File: src/rtl/logic_unit_pipe.sv
// logic_unit_pipe: pipelined bitwise NOT/AND/OR/XOR unit with valid/ready flow control
// Ports:
//   clk, rst                      clock, asynchronous active-high reset
//   in_valid/in_ready             upstream handshake for operands in_a, in_b, in_op
//   in_op                         00 ~a, 01 a&b, 10 a|b, 11 a^b
//   out_valid/out_ready           downstream handshake for out_data and out_zero
//   out_zero                      out_data is all zeros
module logic_unit_pipe #(
    parameter int WIDTH  = 8,
    parameter int STAGES = 2
) (
    input  logic             clk,
    input  logic             rst,
    input  logic             in_valid,
    output logic             in_ready,
    input  logic [WIDTH-1:0] in_a,
    input  logic [WIDTH-1:0] in_b,
    input  logic [1:0]       in_op,
    output logic             out_valid,
    input  logic             out_ready,
    output logic [WIDTH-1:0] out_data,
    output logic             out_zero
);
    logic [STAGES-1:0] v_q, v_d, z_q, z_d;
    logic [WIDTH-1:0]  d_q [STAGES];
    logic [WIDTH-1:0]  d_d [STAGES];
    logic [STAGES:0]   en;
    logic [WIDTH-1:0]  res;
    always_comb begin
        res = in_op == 2'b00 ? ~in_a :
              in_op == 2'b01 ? in_a & in_b :
              in_op == 2'b10 ? in_a | in_b : in_a ^ in_b;
    end
    // a stage may advance if it is empty or the stage after it advances;
    // evaluated from the output back so the ready chain settles in one pass
    always_comb begin
        en[STAGES] = out_ready;
        for (int k = STAGES - 1; k >= 0; k--)
            en[k] = !v_q[k] | en[k+1];
    end
    assign in_ready = en[0];
    always_comb begin
        v_d = v_q;
        z_d = z_q;
        d_d = d_q;
        if (en[0]) begin
            v_d[0] = in_valid;
            d_d[0] = res;
            z_d[0] = res == '0;
        end
        for (int k = 1; k < STAGES; k++)
            if (en[k]) begin
                v_d[k] = v_q[k-1];
                d_d[k] = d_q[k-1];
                z_d[k] = z_q[k-1];
            end
    end
    always_ff @(posedge clk or posedge rst) begin
        if (rst) begin
            v_q <= '0;
            z_q <= '0;
            d_q <= '{default: '0};
        end else begin
            v_q <= v_d;
            z_q <= z_d;
            d_q <= d_d;
        end
    end
    assign out_valid = v_q[STAGES-1];
    assign out_data  = d_q[STAGES-1];
    assign out_zero  = z_q[STAGES-1];
endmodule
File: config.mk
export PLATFORM = sky130hd
export DESIGN_NAME = logic_unit_pipe
export DESIGN_NICKNAME = d
export VERILOG_FILES = /design/src/rtl/logic_unit_pipe.sv
export SDC_FILE = /design/constraint.sdc
export NUM_CORES = 1
export LEC_CHECK = 0
export CAP_MARGIN = 30
export CORE_MARGIN = 2
export CORE_UTILIZATION = 55
export CTS_BUF_LIST = sky130_fd_sc_hd__clkbuf_2
export CTS_CLUSTER_DIAMETER = 30
export DETAILED_ROUTE_END_ITERATION = 6
export GPL_TIMING_DRIVEN = 0
export PLACE_DENSITY = 0.9
export SYNTH_ARGS = -nofsm -noshare
export SYNTH_HDL_FRONTEND = slang
export SYNTH_SLANG_ARGS = --single-unit
File: constraint.sdc
create_clock -name clk -period 3.79 [get_ports clk]
set_clock_uncertainty 0.1 [all_clocks]
set_input_delay 0.758 -clock clk [delete_from_list [all_inputs] [get_ports clk]]
set_output_delay 0.758 -clock clk [all_outputs]
set_load 0.01 [all_outputs]
==> results of run 1 <==
==> final timing paths <==
check | from | end | slack, ps | cells after the start
worst max-delay path | out_ready | in_ready | 710 | 4
worst min-delay path | v_q[0]$_DFFE_PP0P_ | v_q[1]$_DFFE_PP0P_ | 380 | 1
worst max register to register | v_q[1]$_DFFE_PP0P_ | out_data[5]$_DFFE_PP0P_ | 2300 | 3
worst min register to register | v_q[0]$_DFFE_PP0P_ | v_q[1]$_DFFE_PP0P_ | 380 | 1
max in group asynchronous | rst | d_q[15]$_DFFE_PP0P_ | 2400 | 2
min in group asynchronous | rst | d_q[9]$_DFFE_PP0P_ | 730 | 2
==> per-stage QoR <==
stage / hold WS [ps] / instances / power (mW) / setup WS (ps) / utilization
floorplan: 335 / 110 / 0.375 / 1650 / -
global placement: 352 / 168 / 0.448 / 723 / 0.739
detailed placement: 365 / 168 / 0.458 / 716 / 0.739
CTS: 392 / 172 / 0.539 / 705 / 0.747
global route: 422 / 172 / 0.566 / 609 / 0.747
finish: 382 / 172 / 0.533 / 708 / 0.747
==> layout by cell type (no fill, tap or decap), drive strengths merged <==
master | netlist | final
clkdlybuf4s50 | 0 | 30
inv | 25 | 25
dfrtp | 20 | 20
ha | 16 | 16
mux2 | 16 | 16
buf | 10 | 10
mux4 | 7 | 7
clkbuf | 2 | 5
nand2b | 3 | 3
mux2i | 2 | 2
o21ai | 2 | 2
nand3b | 1 | 1
nand2 | 1 | 1
nor2 | 1 | 1
a21oi | 1 | 1
nor4 | 1 | 1
nor3 | 1 | 1
nand4 | 1 | 1
clkinv | 0 | 1
==> registers in the layout (all words and copies together), names as in the netlist <==
register  count
d_q           8
out_data      8
z_q           2
v_q           2
==> layout make-up <==
class	instances	area share
repair buffers	30	0.178
multi-input cells	53	0.381
plain buffers	12	0.0557
clock inverters	1	0.00223
clock buffers	3	0.00892
well taps	28	0.0208
flip-flops and latches	20	0.297
inverters	25	0.0557
==> kinds of logic (layout without fill, tap and decap cells) <==
group,count (synthesis),in the layout,synth area share
adder cells (fa/ha/maj),16,16,0.151
buffers and inverters,37,71,0.141
AO/OA/AOI/OAI,3,3,0.0113
flip-flops,20,20,0.376
multiplexers,25,25,0.278
AND/OR/NAND/NOR,9,9,0.0433
==> layer usage <==
metal,part of all wire,wire [um]
met5,0,0
met4,0.012,25
met3,0.055,115
met2,0.55,1150
met1,0.39,810
==> power by group through the flow <==
stage,clock network [mW],registers [mW],logic [mW]
2_1_floorplan,0,0.263,0.111
3_3_place_gp,0,0.266,0.182
3_5_place_dp,0,0.268,0.190
4_1_cts,0.0851,0.264,0.190
5_1_grt,0.0915,0.268,0.206
6_report,0.0834,0.263,0.186
==> flow_results.org, run 1 <==
** Finish
- Count of fill cells added during filler insertion :: 173
- Number of antenna repair diodes :: 0
- Summing all flip-flop and latch instances after layout gives ~500 um2.
- Share of final-layout standard cells stronger than drive strength 1 :: 0.181
- Post-route standard cell area excluding fillers :: between 1500 and 2000 um2
- The area growth from synthesis to layout is 26.6%.
- Number of nets at the end of the flow :: approximately 180
- The multi-input combinational cells in the finished layout cover a total of roughly 640 um2.

** Critical path
- Stage delay of the slowest cell on the critical path :: approximately 550 ps
- Class of the most critical setup path :: in -> out
- Cell Chain, Critical Path :: clkdlybuf4s50_1, nand3b_1, clkbuf_4, clkdlybuf4s50_1
- Cell family with the largest share of critical-path delay :: buffers and inverters
- STA classifies the critical path startpoint as a primary input.
- Together, buffers and inverters on the worst path number 3.
- Along the worst path, the maximum fanout reaches 10.
- Critical path data arrival time :: about 2200 ps
- Critical path's most frequent cell :: sky130_fd_sc_hd__clkdlybuf4s50_1
- Slowest stage cell on the critical path :: sky130_fd_sc_hd__clkdlybuf4s50_1
- The worst setup path is captured at an output pin.
- Required time worst endpoint :: between 2000 and 3000 ps

** Routing
- Total wire length :: 2.10 mm
- In the routed design, unresolved DRC markers number 0.
- Detailed routing inserted a total of a little under 900 vias.
- Detailed Routing Iterations Pass 1 :: 4
- Dividing the detail-routed wire length by the instance count gives 12.2 um.
- Antenna-violating nets left :: 0
- DRC marker count from the first detailed-route iteration :: 1
- Dividing the detail-routed via count by the number of cells gives 5.14.

** Power and ir drop
- Share of power burned in registers :: 0.494
- Total net switching power :: 0.142 mW
- Leakage component of the power :: about 0.81 nW
- VDD sags by at most ~0.18 mV.
- Pwr Density :: between 300 and 400 nW/um2
- Of the total power, the clock network draws 0.157.
- Logic gate share of total power :: 0.350
- Internal Pwr Total :: slightly below 0.4 mW
- Switching fraction of total power :: 0.266

** Floorplanning
- Core region area :: about 2300 um2
- Die outline height :: 53.2 um
- The floorplan has 17 rows.
- Die footprint :: between 2000 and 3000 um2
- Number of top-level design ports :: 33
- In this run the horizontal extent of the chip is approximately 53 um.
- Initial core utilization :: 0.590

** STA
- Actual transition at the worst max-transition pin :: a little over 700 ps
- The final number of max-transition violations was 0.
- Measured against its own limit, the worst slew margin works out to 0.526.
- Maximum achievable frequency :: roughly 320 MHz
- Setup repair after global routing left no endpoint under its margin.
- Of the available clock period, the critical path in the final layout requires 0.813.
- The worst path needs 3080 ps of the cycle, external delays included.
- # setup viols final :: 0
- Setup total negative slack on the finished layout was measured at 0 ps.
- The final hold violation count came to 0.

** Placement
- Post-detailed-placement cell area :: 1670 um2
- Port buffering added 30 buffers.
- Summed over all nets, the half-perimeter wirelength after detailed placement is around 1.9 mm.
- Final weighted congestion of routability-driven global placement :: 0.726

** Global route
- met2 is the most crowded layer.
- For this run, global-route usage on met1 was measured as 0.195.
- The number of antenna violations at the first check in global routing was 0.
- For this run, global-route usage on met3 was measured as 0.0198.
- The number of global-route vias before repair was 914.
- Total grt overflow :: 0
- Across every metal layer, demand over resource in global routing totals 0.185.
- Met2 usage in global routing :: 0.377
- Wire length of the first global-routing pass :: 3.79 mm
- Largest net degree at the start of global routing :: 21

** CTS
- Once the clock tree was built, the resizer swapped 0 gates to a different size.
- In this run, post-CTS hold repair placed 0 buffers.
- The clock drives 20 sinks.
- In this run, CTS created clock tree buffers numbering 3.
- The longest clock path from root to sink contains 2 buffers.
- The number of setup buffers added after CTS is 0.
- The cell sitting at the root of the clock tree is a sky130_fd_sc_hd__clkbuf_2.
- TritonCTS built the clock tree.
- For the worst-skew pair, the clock arrives at the later sink with an insertion delay of between 300 and 400 ps.
- CTS built an H-tree with a depth of 1.
- After clock tree synthesis, the clock-pin slew on the worst setup and hold paths is roughly 180 ps.

** Flow run
- Across the run, the number of max-cap violations was 0.

** Worst hold path
- Worst min-delay path class :: reg -> reg

** Synthesis
- After synthesis, the netlist uses 21 different library cells.
- For this run, the number of Yosys warnings is 0.
- Most used DFF post-synth :: sky130_fd_sc_hd__dfrtp_1
- Number of storage elements in the synthesis netlist :: 20
- The number of nets in the synthesized netlist is between 100 and 150.
- The synthesized netlist occupies a cell area of ~1300 um2.
- After synthesis, the cell types taking the most area are sky130_fd_sc_hd__dfrtp_1, sky130_fd_sc_hd__ha_1, sky130_fd_sc_hd__mux2_1.
- Ranking of synthesized cells by instance count :: sky130_fd_sc_hd__inv_1, sky130_fd_sc_hd__dfrtp_1, sky130_fd_sc_hd__ha_1
- For this run, the register share of the synthesized area comes to 0.376.
- In this run, synthesis inferred 0 flip-flops with an integrated enable.
- Mean cell area of the mapped netlist :: 12.1 um2
- Cell type contributing the most total cell area after synthesis :: sky130_fd_sc_hd__dfrtp_1
- After technology mapping, the gate count stands at between 100 and 150.
- Counting flops with an async set or reset pin after synthesis yields a share of 1.00.
- The share of synthesized area in the top cell type comes to 0.376.
- Most used standard cell by instance count after synthesis :: sky130_fd_sc_hd__inv_1

** Run status
- The run finished with clean final reports.
(Power assumes the default switching activity.)
==> inputs of run 2 (changes only) <==
Settings changed: CORE_UTILIZATION 55 to 46, PLACE_DENSITY 0.9 to 0.8.
Clock period 3.79 ns to 2.7 ns, I/O delays scaled along.
==> run 2 against run 1 <==
Against the previous run:
- design area grew 1.8%
- sequential power grew 41%
- via count shrank 1.1%
- critical path type unchanged
- largest cell class unchanged
==> flow_results.org, run 2 (synthesized netlist as in run 1, its figures left out) <==
** Critical path
- R2R depth :: 3 (unchanged)
- Critical path data arrival time :: 1960 ps (-260 ps)
- The slowest stage of the critical path is the sky130_fd_sc_hd__clkdlybuf4s50_1 cell.
- Required time worst endpoint :: 2060 ps (-870 ps)
- The count of buffering cells on the critical path with inverters included is 3 (unchanged).
- In this run the critical register-to-register path is captured at out_data[5]$_DFFE_PP0P_.
- The worst setup path is launched from a primary input.
- Class of the most critical setup path :: in -> out
- RR Startpoint :: v_q[1]$_DFFE_PP0P_
- Among cell families on the critical path, the largest total delay comes from buffers and inverters.
- The highest net fanout along the worst path came to 10 (unchanged).
- The worst-case register-to-register setup slack was 1170 ps (-1130 ps).
- The signal on the critical path passes through clkdlybuf4s50_1, nand3b_1, buf_4, clkdlybuf4s50_1.
- The stage delay of the slowest cell on the critical path was 550 ps (about the same).
- The worst setup path is captured at an output pin.
- In this design, the critical path's most frequently occurring cell is sky130_fd_sc_hd__clkdlybuf4s50_1.

** Routing
- Total via count in the routed design :: 874 (-1.1%)
- The via count normalized by instance count came to 4.99 (-2.8%).
- Antenna-violating nets left :: 0 (unchanged)
- Number of remaining DRC errors :: 0 (unchanged)
- Detailed Routing Iterations Pass 1 :: 4 (unchanged)
- The initial DRC count was 22 (+21).
- The sum of routed wire length over all layers is 2.09 mm (-0.52%).
- WL per Instance :: 12.0 um (-2.2%)

** Floorplanning
- Row count :: 19 (+2)
- Width of the die :: 57.8 um (+8.6%)
- The starting utilization of the core area came to 0.482 (-0.108).
- Die footprint :: 3340 um2 (+18%)
- The vertical extent of the die came to 57.8 um (+8.6%).
- Core region area :: 2760 um2 (+22%)
- The top-level I/O count came to 33 (unchanged).

** STA
- The clock period could shrink to ~2600 ps.
- Setup repair after global routing left no endpoint under its margin.
- Number of hold violations in the final report :: 0 (unchanged)
- Max-slew headroom at the worst pin :: 0.518 (-0.00839)
- The total negative slack for setup checks is 0 ps (unchanged).
- The number of failing setup endpoints in the final timing report was 0 (unchanged).
- Final Max Slew Viols :: 0 (unchanged)
- Maximum achievable frequency :: approximately 380 MHz
- The slew of the pin with the lowest slew margin is 723 ps (+12.6 ps).
- Smallest setup slack after layout :: 101 ps (-607 ps)
- Share of the clock period used by the worst path after layout :: 0.963

** Power and ir drop
- The leakage power was 0.826 nW (+1.5%).
- The maximum resistive drop on vdd was 0.486 mV (+160%).
- Pwr Density :: 497 nW/um2 (+57%)

** CTS
- The number of buffers created by CTS is 3 (unchanged).
- Post-CTS Resized :: 0 (unchanged)
- The setup fix buffers added after clock tree synthesis was 0 (unchanged).
- The hold buffer count at CTS came to 0 (unchanged).
- The number of clock sinks came to 20 (unchanged).
- The number of levels the H-tree was split into was 1 (unchanged).
- CTS clock-pin slew for the worst setup and hold paths :: 170 ps (about the same)
- The clock network latency to the later pin of the worst-skew pair is 320 ps (about the same).
- TritonCTS built the clock tree.
- The cell sitting at the root of the clock tree is a sky130_fd_sc_hd__clkbuf_2.
- The maximum clock insertion buffer count came to 2 (unchanged).

** Worst hold path
- The cell depth of the worst hold path is 1 (unchanged).
- The worst hold path begins at v_q[0]$_DFFE_PP0P_.
- In this run the worst hold path is classified as reg -> reg.
- For hold timing, the worst endpoint is v_q[1]$_DFFE_PP0P_.

** Finish
- Most frequent standard cell in the layout excluding fill and tap cells :: sky130_fd_sc_hd__clkdlybuf4s50_1
- Post-Route Utilization :: 0.622 (-0.125)
- The number of inserted filler cells in the final layout came to 237 (+37%).
- The fraction of layout instances using a drive strength above 1 came to 0.188 (+0.00694).
- The number of nets in the layout was 183 (unchanged).
- The antenna diode instance count came to 0 (unchanged).
- The area of all sequential standard cells is 500 um2 (unchanged).
- Post-route standard cell area excluding fillers :: 1710 um2 (+1.8%)
- Multi-input gate area :: 642 um2 (unchanged)
- The library cells used most frequently in the layout, excluding fill and tap cells, are sky130_fd_sc_hd__clkdlybuf4s50_1, sky130_fd_sc_hd__inv_1, sky130_fd_sc_hd__dfrtp_1, sky130_fd_sc_hd__ha_1.
- Synth-to-layout area growth :: 28.9%

** Global route
- Largest net degree at the start of global routing :: 21 (unchanged)
- Total grt overflow :: 0 (unchanged)
- Vias in the first global route :: 925 (+1.2%)
- The wire length of the first global-routing pass was 3.80 mm (+0.34%).
- Antenna violations before repair :: 0 (unchanged)
- Gr usage total :: 0.146 (-0.0387)

** Placement
- Placed wire-length estimate after detailed placement :: 1.81 mm (-2.6%)
- The total of buffers placed on input and output ports came to 30 (unchanged).
- The placed standard-cell area came to 1670 um2 (+0.23%).
- DP Worst Slack :: 59.5 ps (-657 ps)
- Final weighted congestion of routability-driven global placement :: 0.715 (-1.4%)

** Flow run
- The reported max-cap violation count is 0 (unchanged).

** Run status
- The flow ran to the end, and the final reports show no timing, DRC or antenna violations.
==> run 2: cell count changes in the layout (fill, tap and decap cells not counted) <==
cell,previous run,this run
sky130_fd_sc_hd__buf_4,8,9
sky130_fd_sc_hd__bufinv_16,0,1
sky130_fd_sc_hd__clkbuf_4,1,0
sky130_fd_sc_hd__clkinv_1,1,0
==> run 2: area by class of cell <==
type | count | area share
multi-input cells | 53 | 0.374
flip-flops and latches | 20 | 0.292
repair buffers | 30 | 0.175
plain buffers | 12 | 0.0547
inverters | 25 | 0.0547
well taps | 31 | 0.0226
clock inverters | 1 | 0.0175
clock buffers | 3 | 0.00876
==> run 2: layer usage <==
layer	GRT usage	routed length [um]	part of all wire
met1	0.164	831	0.40
met2	0.279	1100	0.52
met3	0.0223	138	0.066
met4	0.0498	26	0.012
met5	0	0	0
==> run 2: worst max path at each step <==
stage,from,to,slack (ps),cells past startpoint
after floorplan,in_a[4],z_q[0]$_DFFE_PP0P_,780,6
after global placement,out_ready,in_ready,60,4
after detailed placement,out_ready,in_ready,60,4
after CTS,out_ready,in_ready,50,4
after global routing,out_ready,in_ready,20,4
final,out_ready,in_ready,100,4
==> run 2: stage by stage <==
step           hold WS (ps)  total power [mW]  instances
5_1_grt                 417             0.900        175
3_3_place_gp            353             0.630        171
6_report                389             0.852        175
2_1_floorplan           335             0.526        110
3_5_place_dp            353             0.645        171
4_1_cts                 395             0.864        175
==> run 2: worst reg2reg max path, cell delays in order (launching register included) <==
cell and delay, ps:
sky130_fd_sc_hd__dfrtp_1 430, sky130_fd_sc_hd__nand2b_1 80, sky130_fd_sc_hd__clkbuf_1 440, sky130_fd_sc_hd__mux2_1 390
==> run 2: power breakdown <==
| part | total, mW | leakage, nW | switching (mW) | internal, mW |
|---|---|---|---|---|
| Sequential | 0.371 | 0.235 | 0.0236 | 0.347 |
| Clock | 0.219 | 0.0266 | 0.0912 | 0.128 |
| Combinational | 0.262 | 0.565 | 0.0924 | 0.169 |
| Total | 0.852 | 0.826 | 0.207 | 0.644 |
==> inputs of run 3 (changes only) <==
Settings changed: CORE_MARGIN 2 to 1.5.
==> run 3 against run 2 <==
Against the previous run:
- count of clock-buffer cells in the layout stayed put
- first-iteration DRC count is 32% lower
- register-to-register slack better by 20 ps
- non-clock buffer count stayed put
- critical path depth stayed put
- design area stayed put
- via count is 0.92% lower
- setup slack worse by 12 ps
- final cell count stayed put
- highest routed layer unchanged
==> flow_results.org, run 3 (synthesized netlist as in run 1, its figures left out) <==
** Run status
- Outcome :: finished clean

** Global route
- The pin count of the biggest net entering global routing was 21 (unchanged).
- Wire length of the first global-routing pass :: 3.89 mm (+2.4%)
- The number of antenna violations at the first check in global routing came to 0 (unchanged).
- The total routing usage reported by global routing came to 0.151 (+0.00490).
- Total grt overflow :: 0 (unchanged)
- The number of global-route vias before repair came to 927 (+0.22%).

** Floorplanning
- The core region area came to 2760 um2 (unchanged).
- The top-level I/O count is 33 (unchanged).
- Die outline height :: 56.8 um (-1.7%)
- The starting utilization of the core area is 0.482 (unchanged).
- The die footprint was 3220 um2 (-3.4%).
- The die boundary width came to 56.8 um (-1.7%).
- Row count :: 19 (unchanged)

** Critical path
- Cell Chain, Critical Path :: clkdlybuf4s50_1, nand3b_1, buf_4, clkdlybuf4s50_1
- The data arrival time at the worst-slack endpoint was 1970 ps (about the same).
- Critical path peak fanout :: 10 (unchanged)
- Setup slack of the worst register-to-register path :: 1190 ps (+20 ps)
- The critical path in this run is classified as in -> out.
- STA classifies the critical path startpoint as a primary input.
- Crit path from :: out_ready
- In this run the critical register-to-register path is captured at out_data[6]$_DFFE_PP0P_.
- The cell count of the worst reg-to-reg path came to 3 (unchanged).
- The largest individual stage delay along the critical path comes from the cell sky130_fd_sc_hd__clkdlybuf4s50_1.
- Stage delay of the slowest cell on the critical path :: 550 ps (about the same)
- In this run the critical register-to-register path is launched from v_q[1]$_DFFE_PP0P_.
- Critical path's most frequent cell :: sky130_fd_sc_hd__clkdlybuf4s50_1
- Critical Path End :: in_ready
- The data required time of the worst path came to 2060 ps (about the same).
- The worst setup path is captured at an output pin.

** Routing
- The via count normalized by instance count is 4.95 (-0.92%).
- Total via count in the routed design :: 866 (-0.92%)
- The remaining design rule violation count is 0 (unchanged).
- WL per Instance :: 12.0 um (unchanged)
- DRC marker count from the first detailed-route iteration :: 15 (-32%)
- The iteration count of the initial detailed-routing pass is 4 (unchanged).
- Antenna-violating nets left :: 0 (unchanged)
- The sum of routed wire length over all layers came to 2.09 mm (unchanged).

** STA
- The share of the cycle needed by the critical path after routing came to 0.967 (+0.00443).
- # setup viols final :: 0 (unchanged)
- The final hold violation count was 0 (unchanged).
- Maximum achievable frequency :: 383 MHz (-0.46%)
- Post-layout minimum cycle time :: 2610 ps (+12.0 ps)
- Final total negative setup slack :: 0 ps (unchanged)
- Setup repair after global routing missed its margin :: no
- The final number of max-transition violations is 0 (unchanged).
- The slew of the pin with the lowest slew margin came to 720 ps (-2.79 ps).
- The normalized max-slew margin was 0.519 (+0.00186).
- The worst slack on hold paths was 394 ps (+4.82 ps).

** CTS
- The number of clock sinks came to 20 (unchanged).
- Hold buffers post-CTS :: 0 (unchanged)
- Level count of the clock H-tree :: 1 (unchanged)
- Num CTS Buffers :: 3 (unchanged)
- The clock-pin slew of the registers on the worst-case setup and hold paths came to 170 ps (about the same).
- CTS tree :: yes
- Number of buffers on the longest clock path :: 2 (unchanged)
- The clock network latency to the later pin of the worst-skew pair is 290 ps (-30 ps).
- CTS placed an instance of sky130_fd_sc_hd__clkbuf_2 at the clock tree root.

** Placement
- The post-DP HPWL came to 1.83 mm (+1.6%).
- Final weighted congestion of routability-driven global placement :: 0.708 (-0.99%)
- The total of buffers placed on input and output ports is 30 (unchanged).

** Finish
- Most frequent standard cell in the layout excluding fill and tap cells :: sky130_fd_sc_hd__clkdlybuf4s50_1
- The antenna diode instance count was 0 (unchanged).
- Number of nets at the end of the flow :: 183 (unchanged)
- The area of all sequential standard cells came to 500 um2 (unchanged).
- The area taken by multi-input logic gates came to 642 um2 (unchanged).
- Synth-to-layout area growth :: 28.9% (unchanged)
- Share of final-layout standard cells stronger than drive strength 1 :: 0.188 (unchanged)
- The number of inserted filler cells in the final layout is 242 (+2.1%).
- Top library cells by usage in the layout, fill and taps aside :: sky130_fd_sc_hd__clkdlybuf4s50_1, sky130_fd_sc_hd__inv_1, sky130_fd_sc_hd__dfrtp_1, sky130_fd_sc_hd__ha_1

** Power and ir drop
- Peak supply drop :: 0.606 mV (+25%)
- The sum of internal, switching and leakage power came to 0.846 mW (-0.64%).
- The leakage power was 0.826 nW (unchanged).
- The areal power density over the cells was 494 nW/um2 (-0.64%).

** Flow run
- The reported max-cap violation count is 0 (unchanged).

** Worst hold path
- The min-delay analysis places its worst path in the category reg -> reg.
run 3: cell counts in the layout (fill, tap and decap cells not counted):
No cell type changed its count.
run 3: critical path: cells and delay by family:
family / cells / cell delay, ps
and+or+nand+nor: 1 / 190
buffers and inverters: 3 / 1240
run 3: cell type report:
cell class / count / share of cell area
repair buffers: 30 / 0.175
plain buffers: 12 / 0.0547
multi-input cells: 53 / 0.374
inverters: 25 / 0.0547
well taps: 31 / 0.0226
clock buffers: 3 / 0.00876
flip-flops and latches: 20 / 0.292
clock inverters: 1 / 0.0175
run 3: worst min-delay path by stage:
stage                             startpoint            endpoint  slack, ps  depth (start not counted)
after detailed placement  v_q[0]$_DFFE_PP0P_  v_q[1]$_DFFE_PP0P_        350                          1
after global placement    v_q[0]$_DFFE_PP0P_  v_q[1]$_DFFE_PP0P_        350                          1
after global routing      v_q[0]$_DFFE_PP0P_  v_q[1]$_DFFE_PP0P_        420                          1
after CTS                 v_q[0]$_DFFE_PP0P_  v_q[1]$_DFFE_PP0P_        400                          1
final                     v_q[0]$_DFFE_PP0P_  v_q[1]$_DFFE_PP0P_        390                          1
after floorplan           v_q[0]$_DFFE_PP0P_  v_q[1]$_DFFE_PP0P_        340                          1
run 3: per-stage QoR:
stage	std cells	utilization	setup slack [ps]	instance area (um2)
detailed placement	171	0.605	55.5	1670
finish	175	0.622	89.1	1710
floorplan	110	-	779	1330
global placement	171	0.605	62.7	1670
global route	175	0.622	14.6	1710
CTS	175	0.622	47.0	1710
run 3: layer usage:
metal  GRT usage  wire, um  share of wire
met5           0         0              0
met2       0.287      1130           0.54
met4      0.0399        10         0.0048
met1       0.176       852           0.41
met3      0.0207        99          0.047
run 3: timing repair:
action | CTS | global route
resized for setup | 0 | 1
setup buffers | 0 | 0
endpoints found under the hold margin | 0 | 0
setup endpoints to repair | 0 | 1
run 3: power breakdown:
part	internal [mW]	total (mW)	leakage, nW	switching, mW
clock	0.128	0.213	0.0266	0.0848
sequential	0.347	0.371	0.235	0.0241
combinational	0.170	0.262	0.565	0.0927
total	0.645	0.846	0.826	0.202
